===== config.mk =====
export PLATFORM = sky130hd
export DESIGN_NAME = multicycle_ctrl_flat
export DESIGN_NICKNAME = d
export VERILOG_FILES = /design/src/rtl/multicycle_ctrl_pkg.sv /design/src/rtl/multicycle_ctrl_if.sv /design/src/rtl/multicycle_ctrl_op_classify.sv /design/src/rtl/multicycle_ctrl.sv /design/src/flat_wrapper.sv
export SDC_FILE = /design/constraint.sdc
export NUM_CORES = 1
export LEC_CHECK = 0
export CAP_MARGIN = 20
export CORE_AREA = 4 4 82 84
export DETAILED_ROUTE_END_ITERATION = 16
export DIE_AREA = 0 0 86 88
export PLACE_DENSITY = 0.77
export SYNTH_ARGS = -nofsm -noshare
export SYNTH_HDL_FRONTEND = slang
export SYNTH_SLANG_ARGS = --single-unit

===== constraint.sdc =====
create_clock -name clk -period 2.1 [get_ports clk]
set_input_delay 0.42 -clock clk [delete_from_list [all_inputs] [get_ports clk]]
set_output_delay 0.42 -clock clk [all_outputs]
set_load 0.01 [all_outputs]

===== src/rtl/multicycle_ctrl_pkg.sv =====
// Shared types for the LEGv8 multicycle control unit.
// Optional macro CTRL_EXCEPTION_EN adds the illegal-op exception path.
package ctrl_pkg;

  typedef enum logic [3:0] {
    FETCH     = 4'd0,
    DECODE    = 4'd1,
    EXEC_R    = 4'd2,
    R_WB      = 4'd3,
    MEM_ADDR  = 4'd4,
    MEM_READ  = 4'd5,
    LOAD_WB   = 4'd6,
    MEM_WRITE = 4'd7,
    CBZ_EXEC  = 4'd8,
    B_EXEC    = 4'd9,
    ILLEGAL   = 4'd10,
    HALT      = 4'd11
  } state_t;

  typedef enum logic [2:0] {
    CL_R, CL_LD, CL_ST, CL_CBZ, CL_B, CL_ILL
  } op_class_t;

  localparam logic [10:0] OP_ADD  = 11'b10001011000;
  localparam logic [10:0] OP_SUB  = 11'b11001011000;
  localparam logic [10:0] OP_AND  = 11'b10001010000;
  localparam logic [10:0] OP_ORR  = 11'b10101010000;
  localparam logic [10:0] OP_LDUR = 11'b11111000010;
  localparam logic [10:0] OP_STUR = 11'b11111000000;
  localparam logic [7:0]  OP_CBZ  = 8'b10110100;
  localparam logic [5:0]  OP_B    = 6'b000101;

  localparam logic [1:0] SRCB_REG  = 2'b00;
  localparam logic [1:0] SRCB_FOUR = 2'b01;
  localparam logic [1:0] SRCB_IMM  = 2'b10;
  localparam logic [1:0] SRCB_BR   = 2'b11;

  localparam logic [1:0] ALU_ADD   = 2'b00;
  localparam logic [1:0] ALU_PASSB = 2'b01;
  localparam logic [1:0] ALU_FUNCT = 2'b10;

  localparam logic [1:0] PC_ALU    = 2'b00;
  localparam logic [1:0] PC_ALUOUT = 2'b01;
  localparam logic [1:0] PC_EXC    = 2'b10;

  typedef struct packed {
    logic       pc_en;
    logic       mem_read;
    logic       mem_write;
    logic       reg_write;
    logic       reg2loc;
    logic       alu_src_a;
    logic [1:0] alu_src_b;
    logic [1:0] alu_op;
    logic [1:0] pc_src;
    logic       mem_to_reg;
`ifdef CTRL_EXCEPTION_EN
    logic       exc;
`endif
  } ctrl_t;

  // Moore output table, indexed by the state being entered
  function automatic ctrl_t moore(state_t s);
    ctrl_t c;
    c = '0;
    case (s)
      FETCH: begin
        c.mem_read  = 1'b1;
        c.alu_src_b = SRCB_FOUR;
        c.alu_op    = ALU_ADD;
        c.pc_src    = PC_ALU;
      end
      DECODE: begin
        c.alu_src_b = SRCB_BR;
        c.alu_op    = ALU_ADD;
      end
      EXEC_R: begin
        c.alu_src_a = 1'b1;
        c.alu_src_b = SRCB_REG;
        c.alu_op    = ALU_FUNCT;
      end
      R_WB: c.reg_write = 1'b1;
      MEM_ADDR: begin
        c.alu_src_a = 1'b1;
        c.alu_src_b = SRCB_IMM;
        c.alu_op    = ALU_ADD;
      end
      MEM_READ: c.mem_read = 1'b1;
      LOAD_WB: begin
        c.reg_write  = 1'b1;
        c.mem_to_reg = 1'b1;
      end
      MEM_WRITE: c.mem_write = 1'b1;
      CBZ_EXEC: begin
        c.reg2loc   = 1'b1;
        c.alu_op    = ALU_PASSB;
        c.alu_src_b = SRCB_REG;
        c.pc_src    = PC_ALUOUT;
      end
      B_EXEC: begin
        c.pc_src = PC_ALUOUT;
        c.pc_en  = 1'b1;
      end
`ifdef CTRL_EXCEPTION_EN
      ILLEGAL: begin
        c.pc_src = PC_EXC;
        c.pc_en  = 1'b1;
        c.exc    = 1'b1;
      end
`endif
      default: c = '0;
    endcase
    return c;
  endfunction

endpackage


===== src/rtl/multicycle_ctrl_if.sv =====
// Control bundle between the multicycle FSM and the datapath.
// Optional macro CTRL_EXCEPTION_EN adds the exc strobe.
interface multicycle_ctrl_if #(
  parameter int CNT_W = 32
);
  logic [10:0]      op;
  logic             zero;
  logic             mem_ready;
  logic             pc_en;
  logic             ir_en;
  logic             mem_read;
  logic             mem_write;
  logic             reg_write;
  logic             reg2loc;
  logic             alu_src_a;
  logic [1:0]       alu_src_b;
  logic [1:0]       alu_op;
  logic [1:0]       pc_src;
  logic             mem_to_reg;
  logic             mem_err;
  logic [CNT_W-1:0] instr_count;
  logic [3:0]       state;
`ifdef CTRL_EXCEPTION_EN
  logic             exc;
`endif

  modport master (
    input  op, zero, mem_ready,
    output pc_en, ir_en, mem_read, mem_write,
    output reg_write, reg2loc, alu_src_a,
    output alu_src_b, alu_op, pc_src,
    output mem_to_reg, mem_err, instr_count, state
`ifdef CTRL_EXCEPTION_EN
    , output exc
`endif
  );

  modport slave (
    output op, zero, mem_ready,
    input  pc_en, ir_en, mem_read, mem_write,
    input  reg_write, reg2loc, alu_src_a,
    input  alu_src_b, alu_op, pc_src,
    input  mem_to_reg, mem_err, instr_count, state
`ifdef CTRL_EXCEPTION_EN
    , input exc
`endif
  );

endinterface


===== src/rtl/multicycle_ctrl_op_classify.sv =====
// Opcode classifier: instruction[31:21] -> instruction class.
// Unrecognised encodings fall into CL_ILL.
module op_classify
  import ctrl_pkg::*;
(
  input  logic [10:0] op,
  output op_class_t   cls
);

  // Exact matches for R/D formats, prefix matches for CB/B
  always_comb begin
    cls = CL_ILL;
    unique case (1'b1)
      (op == OP_ADD),
      (op == OP_SUB),
      (op == OP_AND),
      (op == OP_ORR):        cls = CL_R;
      (op == OP_LDUR):       cls = CL_LD;
      (op == OP_STUR):       cls = CL_ST;
      (op[10:3] == OP_CBZ):  cls = CL_CBZ;
      (op[10:5] == OP_B):    cls = CL_B;
      default:               cls = CL_ILL;
    endcase
  end

endmodule


===== src/rtl/multicycle_ctrl.sv =====
// Main control FSM for the multicycle LEGv8 datapath.
// Optional macro CTRL_EXCEPTION_EN traps illegal ops to the vector.
module multicycle_ctrl
  import ctrl_pkg::*;
#(
  parameter int TIMEOUT = 15,
  parameter int CNT_W   = 32
) (
  input  logic              clk,
  input  logic              reset,
  multicycle_ctrl_if.master bus
);

  localparam int WW = $clog2(TIMEOUT + 1);

  state_t           st;
  state_t           nxt;
  ctrl_t            mo;
  op_class_t        cls;
  logic [WW-1:0]    wcnt;
  logic [CNT_W-1:0] cnt;
  logic             err;
  logic             retire;
  logic             wait_st;
  logic             stall;
  logic             tmo;

  op_classify u_cls (
    .op  (bus.op),
    .cls (cls)
  );

  assign wait_st = (st == FETCH) || (st == MEM_READ) ||
                   (st == MEM_WRITE);
  assign stall   = wait_st && !bus.mem_ready;
  assign tmo     = stall && (wcnt == WW'(TIMEOUT));

  // Next-state selection and retire detection
  always_comb begin
    nxt    = st;
    retire = 1'b0;
    case (st)
      FETCH: if (bus.mem_ready) nxt = DECODE;
      DECODE: begin
        unique case (cls)
          CL_R:         nxt = EXEC_R;
          CL_LD, CL_ST: nxt = MEM_ADDR;
          CL_CBZ:       nxt = CBZ_EXEC;
          CL_B:         nxt = B_EXEC;
          default:      nxt = ILLEGAL;
        endcase
      end
      EXEC_R: nxt = R_WB;
      MEM_ADDR: nxt = (cls == CL_ST) ? MEM_WRITE : MEM_READ;
      MEM_READ: if (bus.mem_ready) nxt = LOAD_WB;
      MEM_WRITE: begin
        if (bus.mem_ready) begin
          nxt    = FETCH;
          retire = 1'b1;
        end
      end
      R_WB, LOAD_WB, CBZ_EXEC, B_EXEC: begin
        nxt    = FETCH;
        retire = 1'b1;
      end
      ILLEGAL: begin
        nxt = FETCH;
`ifdef CTRL_EXCEPTION_EN
        retire = 1'b0;
`else
        retire = 1'b1;
`endif
      end
      HALT: nxt = HALT;
      default: nxt = FETCH;
    endcase
    if (tmo) nxt = HALT;
  end

  // State, registered Moore outputs, wait timer and counters
  always_ff @(posedge clk or posedge reset) begin
    if (reset) begin
      st   <= FETCH;
      mo   <= moore(FETCH);
      wcnt <= '0;
      cnt  <= '0;
      err  <= 1'b0;
    end else begin
      st <= nxt;
      mo <= moore(nxt);
      if (stall && !tmo) wcnt <= wcnt + 1'b1;
      else               wcnt <= '0;
      if (retire) cnt <= cnt + 1'b1;
      if (tmo)    err <= 1'b1;
    end
  end

  assign bus.pc_en = mo.pc_en ||
    (!reset && st == FETCH && bus.mem_ready) ||
    (!reset && st == CBZ_EXEC && bus.zero);
  assign bus.ir_en = !reset && st == FETCH &&
                     bus.mem_ready;
  assign bus.reg2loc = mo.reg2loc ||
    (st == DECODE && (cls == CL_ST || cls == CL_CBZ));

  assign bus.mem_read    = mo.mem_read;
  assign bus.mem_write   = mo.mem_write;
  assign bus.reg_write   = mo.reg_write;
  assign bus.alu_src_a   = mo.alu_src_a;
  assign bus.alu_src_b   = mo.alu_src_b;
  assign bus.alu_op      = mo.alu_op;
  assign bus.pc_src      = mo.pc_src;
  assign bus.mem_to_reg  = mo.mem_to_reg;
  assign bus.mem_err     = err;
  assign bus.instr_count = cnt;
  assign bus.state       = st;
`ifdef CTRL_EXCEPTION_EN
  assign bus.exc         = mo.exc;
`endif

endmodule


===== src/flat_wrapper.sv =====
// flat-port wrapper written by rule: the top's interface ports become plain ports
module multicycle_ctrl_flat import ctrl_pkg::*;
#(
  parameter int TIMEOUT = 15,
  parameter int CNT_W   = 32
)
  (clk, reset, bus_op, bus_zero, bus_mem_ready, bus_pc_en, bus_ir_en, bus_mem_read, bus_mem_write, bus_reg_write, bus_reg2loc, bus_alu_src_a, bus_alu_src_b, bus_alu_op, bus_pc_src, bus_mem_to_reg, bus_mem_err, bus_instr_count, bus_state);
  multicycle_ctrl_if #(.CNT_W(CNT_W)) bus_i ();
  input  logic clk;
  input  logic reset;
  input wire logic [$bits(bus_i.op)-1:0] bus_op;
  input wire logic [$bits(bus_i.zero)-1:0] bus_zero;
  input wire logic [$bits(bus_i.mem_ready)-1:0] bus_mem_ready;
  output wire logic [$bits(bus_i.pc_en)-1:0] bus_pc_en;
  output wire logic [$bits(bus_i.ir_en)-1:0] bus_ir_en;
  output wire logic [$bits(bus_i.mem_read)-1:0] bus_mem_read;
  output wire logic [$bits(bus_i.mem_write)-1:0] bus_mem_write;
  output wire logic [$bits(bus_i.reg_write)-1:0] bus_reg_write;
  output wire logic [$bits(bus_i.reg2loc)-1:0] bus_reg2loc;
  output wire logic [$bits(bus_i.alu_src_a)-1:0] bus_alu_src_a;
  output wire logic [$bits(bus_i.alu_src_b)-1:0] bus_alu_src_b;
  output wire logic [$bits(bus_i.alu_op)-1:0] bus_alu_op;
  output wire logic [$bits(bus_i.pc_src)-1:0] bus_pc_src;
  output wire logic [$bits(bus_i.mem_to_reg)-1:0] bus_mem_to_reg;
  output wire logic [$bits(bus_i.mem_err)-1:0] bus_mem_err;
  output wire logic [$bits(bus_i.instr_count)-1:0] bus_instr_count;
  output wire logic [$bits(bus_i.state)-1:0] bus_state;
  assign bus_i.op = bus_op;
  assign bus_i.zero = bus_zero;
  assign bus_i.mem_ready = bus_mem_ready;
  assign bus_pc_en = bus_i.pc_en;
  assign bus_ir_en = bus_i.ir_en;
  assign bus_mem_read = bus_i.mem_read;
  assign bus_mem_write = bus_i.mem_write;
  assign bus_reg_write = bus_i.reg_write;
  assign bus_reg2loc = bus_i.reg2loc;
  assign bus_alu_src_a = bus_i.alu_src_a;
  assign bus_alu_src_b = bus_i.alu_src_b;
  assign bus_alu_op = bus_i.alu_op;
  assign bus_pc_src = bus_i.pc_src;
  assign bus_mem_to_reg = bus_i.mem_to_reg;
  assign bus_mem_err = bus_i.mem_err;
  assign bus_instr_count = bus_i.instr_count;
  assign bus_state = bus_i.state;
  multicycle_ctrl #(.TIMEOUT(TIMEOUT), .CNT_W(CNT_W)) u_core (.clk(clk), .reset(reset), .bus(bus_i));
endmodule

==> metrics <==
status=complete, no violations; Synth-to-Final Area Change=41.88%; share of cells above drive strength 1=17.53%; fin. max-slew vios=0; post-route ant nets=0; Post-synth EDFFs=0; post-route core utilization=a little over 60%; crit start category=flop; Syn Std Cell Area=2596 µm²; Routed WL=~5.9 mm; Synth Warn #=0; final hold violation count=0; fin crit share=98.21%; height of the chip=88 µm; fmax=~480 MHz; Synth cell types=between 40 and 50; row cnt=28; sequential share of power=42.4%; most frequent cells after synthesis=dfrtp_1, nand2_1, xnor2_1, nor2_1, nand3_1; internal power=0.002039 W; placed cell area=3558 µm²; final net count=364; Layout Skew=0.007985 ns; DPL Wire Length=4.613 mm; WP data arrival=2.30 ns; critical path endpoint=u_core.bus.mem_read; Yosys reg bits=53; I/O Buffers=64; Setup crit end kind=flop; Reg-to-Reg Start=u_core.bus.state[0]; Starting Density=43.85%; largest area contributor in the netlist=dfrtp_1; Syn Inst Count=251; Worst Hold Class=flop to flop; Post-synth ARST share=100.0%; critical path required time=~2.3 ns; TritonCTS clock tree=built; Leak=1.703 nW; Reg2Reg Depth=6; Worst VDD drop=0.0005136 V; pwr dens=827.7 nW/µm²; number of flip-flops in the largest register=32; Combinational Power Share=roughly 40%; GRT Residual Overflow=0; gr usage total=about 17%; Seq/Total Area, Yosys=51.18%; I/O pin count=66; Clock Latency Late Sink=0.30 ns; Tot Pwr=0.003049 W; Area contributors post-synth=dfrtp_1, xnor2_1, nand2_1, nor2_1, and3_1; Worst Setup SP=u_core.bus.state[0]; initial antenna violation count=0; DR vias/cell=5.213; H-tree depth=2; cts bufs inserted=5; CP Max Fanout=4; Antenna Cells=0; total number of vias=2205; post-DR wirelength/cell=14.06 µm; Syn Nets=roughly 270; RSZ-0062 raised after global routing=true; clk buf depth=2; Reg2Reg Setup Slack=0.04 ns; Top FF cell, synth=dfrtp_1; clock-pin transition on the worst setup and hold timing paths=0.09 ns; critical path class=flop to flop; Fin Hold WS=0.4704 ns; number of clock sinks=53; die footprint=7568 µm²; Final GP Congestion=between 0.8 and 0.9; Clock Tree Root=clkbuf_8; reg2reg end=u_core.bus.mem_read; vias in the first global route=2269; Core Box Area=5921 µm²; DR pass1 iterations=4; post-synth top area share=between 40 and 50%; largest net degree at the start of global routing=32; Hold Buf Count CTS=0; Tmin final=between 2 and 2.5 ns; Clk pwr share=18.2%; global-route wire length before repair=10.22 mm; Iter 0 DRT Violations=48; Die W=86 µm; Psw=between 0.001 and 0.0015 W; Post-Syn Area per Cell=10.34 µm²; top-count cell post-synth=dfrtp_1; # setup viols final=0; Final Cell Area=3684 µm²; switch share=33.12%; Fin Setup TNS=0 ns; # DRC=0; max_cap viols=0
[routing by layer]
metal,wire (µm),part of all wire [%],GRT usage [%]
met1,2385,40,18.52
met2,3071,52,31.25
met4,74,1.2,3.165
met5,0,0,0
met3,416,7.0,5.080
[worst max-delay path, stage by stage (launching register included)]
cell,delay (ns)
dfrtp_1,0.39
or3_4,0.39
a2111o_1,0.40
a21boi_4,0.15
a311o_1,0.32
or2_1,0.24
a21oi_2,0.12
[power groups by stage]
stage | registers [W] | logic [W] | clock network (W)
3_5_place_dp | 0.00131 | 0.00117 | 0
4_1_cts | 0.00129 | 0.00120 | 0.000574
3_3_place_gp | 0.00131 | 0.00115 | 0
6_report | 0.00129 | 0.00120 | 0.000555
2_1_floorplan | 0.00135 | 0.000586 | 0
5_1_grt | 0.00131 | 0.00133 | 0.000615
[through the flow]
step           instances  setup WS, ns
5_1_grt              423      -0.02701
3_3_place_gp         414       -0.4817
4_1_cts              423       0.02356
3_5_place_dp         414       -0.5229
6_report             423       0.03765
2_1_floorplan        251       -0.1094
[kinds of logic after synthesis]
kind of cell	Yosys count	share of synthesized area, %
XOR/XNOR	32	10.80
adder cells (fa/ha/maj)	2	0.9637
AO/OA/AOI/OAI	28	7.856
multiplexers	3	1.205
flip-flops	53	51.18
other	1	0.1444
buffers and inverters	19	3.904
AND/OR/NAND/NOR	113	23.95
[area by class of cell]
type	count	area, µm²
fill	510	2237
sequential	53	1329
multi-input combinational	179	1212
timing repair buffer	103	945.9
tap	75	93.84
clock buffer	7	76.32
inverter	5	18.77
clock inverter	1	7.507
[how the worst min path moves through the flow]
stage / startpoint / slack, ns / cells past startpoint / end
2_1_floorplan: u_core.wcnt[0] / 0.46 / 1 / u_core.wcnt[0]
3_3_place_gp: u_core.bus.mem_err / 0.45 / 1 / u_core.bus.mem_err
3_5_place_dp: u_core.bus.mem_err / 0.46 / 1 / u_core.bus.mem_err
4_1_cts: u_core.bus.instr_count[31] / 0.48 / 1 / u_core.bus.instr_count[31]
5_1_grt: u_core.bus.mem_err / 0.50 / 1 / u_core.bus.mem_err
6_report: u_core.bus.instr_count[31] / 0.47 / 1 / u_core.bus.instr_count[31]
[placed cells by master, fill, tap and decap left out, types with 2 or more instances in the layout]
cell type        Yosys  routed
clkbuf_1             7       2
o211ai_1             2       2
nand2b_1             3       3
nor2_1              18      17
xor2_1               7       7
a21oi_1              4       4
a31o_2               2       2
nand4_1              9       9
a31oi_1              4       4
clkdlybuf4s50_1      0      54
a21o_1               2       2
nor2b_1              5       5
o21ai_0              6       4
dlygate4sd2_1        0       8
nand2_1             28      28
o21ai_1              0       2
clkbuf_8             0       5
buf_12               0       2
and3_1              10      10
and4_1               6       6
dfrtp_1             51      51
and2_1               5       4
nor3_1               5       5
nand3_1             12      12
xnor2_1             25      25
mux2i_1              2       2
nor4bb_1             3       2
dfstp_2              2       2
buf_4                6      37
inv_1                5       4
ha_1                 2       2
[repair_timing]
item | 4_1_cts | 5_1_grt
pin swaps | 2 | 1
buffers inserted | 1 | 0
gates resized for setup | 18 | 6
setup endpoints to repair | 6 | 4
Note: power is estimated with default switching activity, not from simulation.
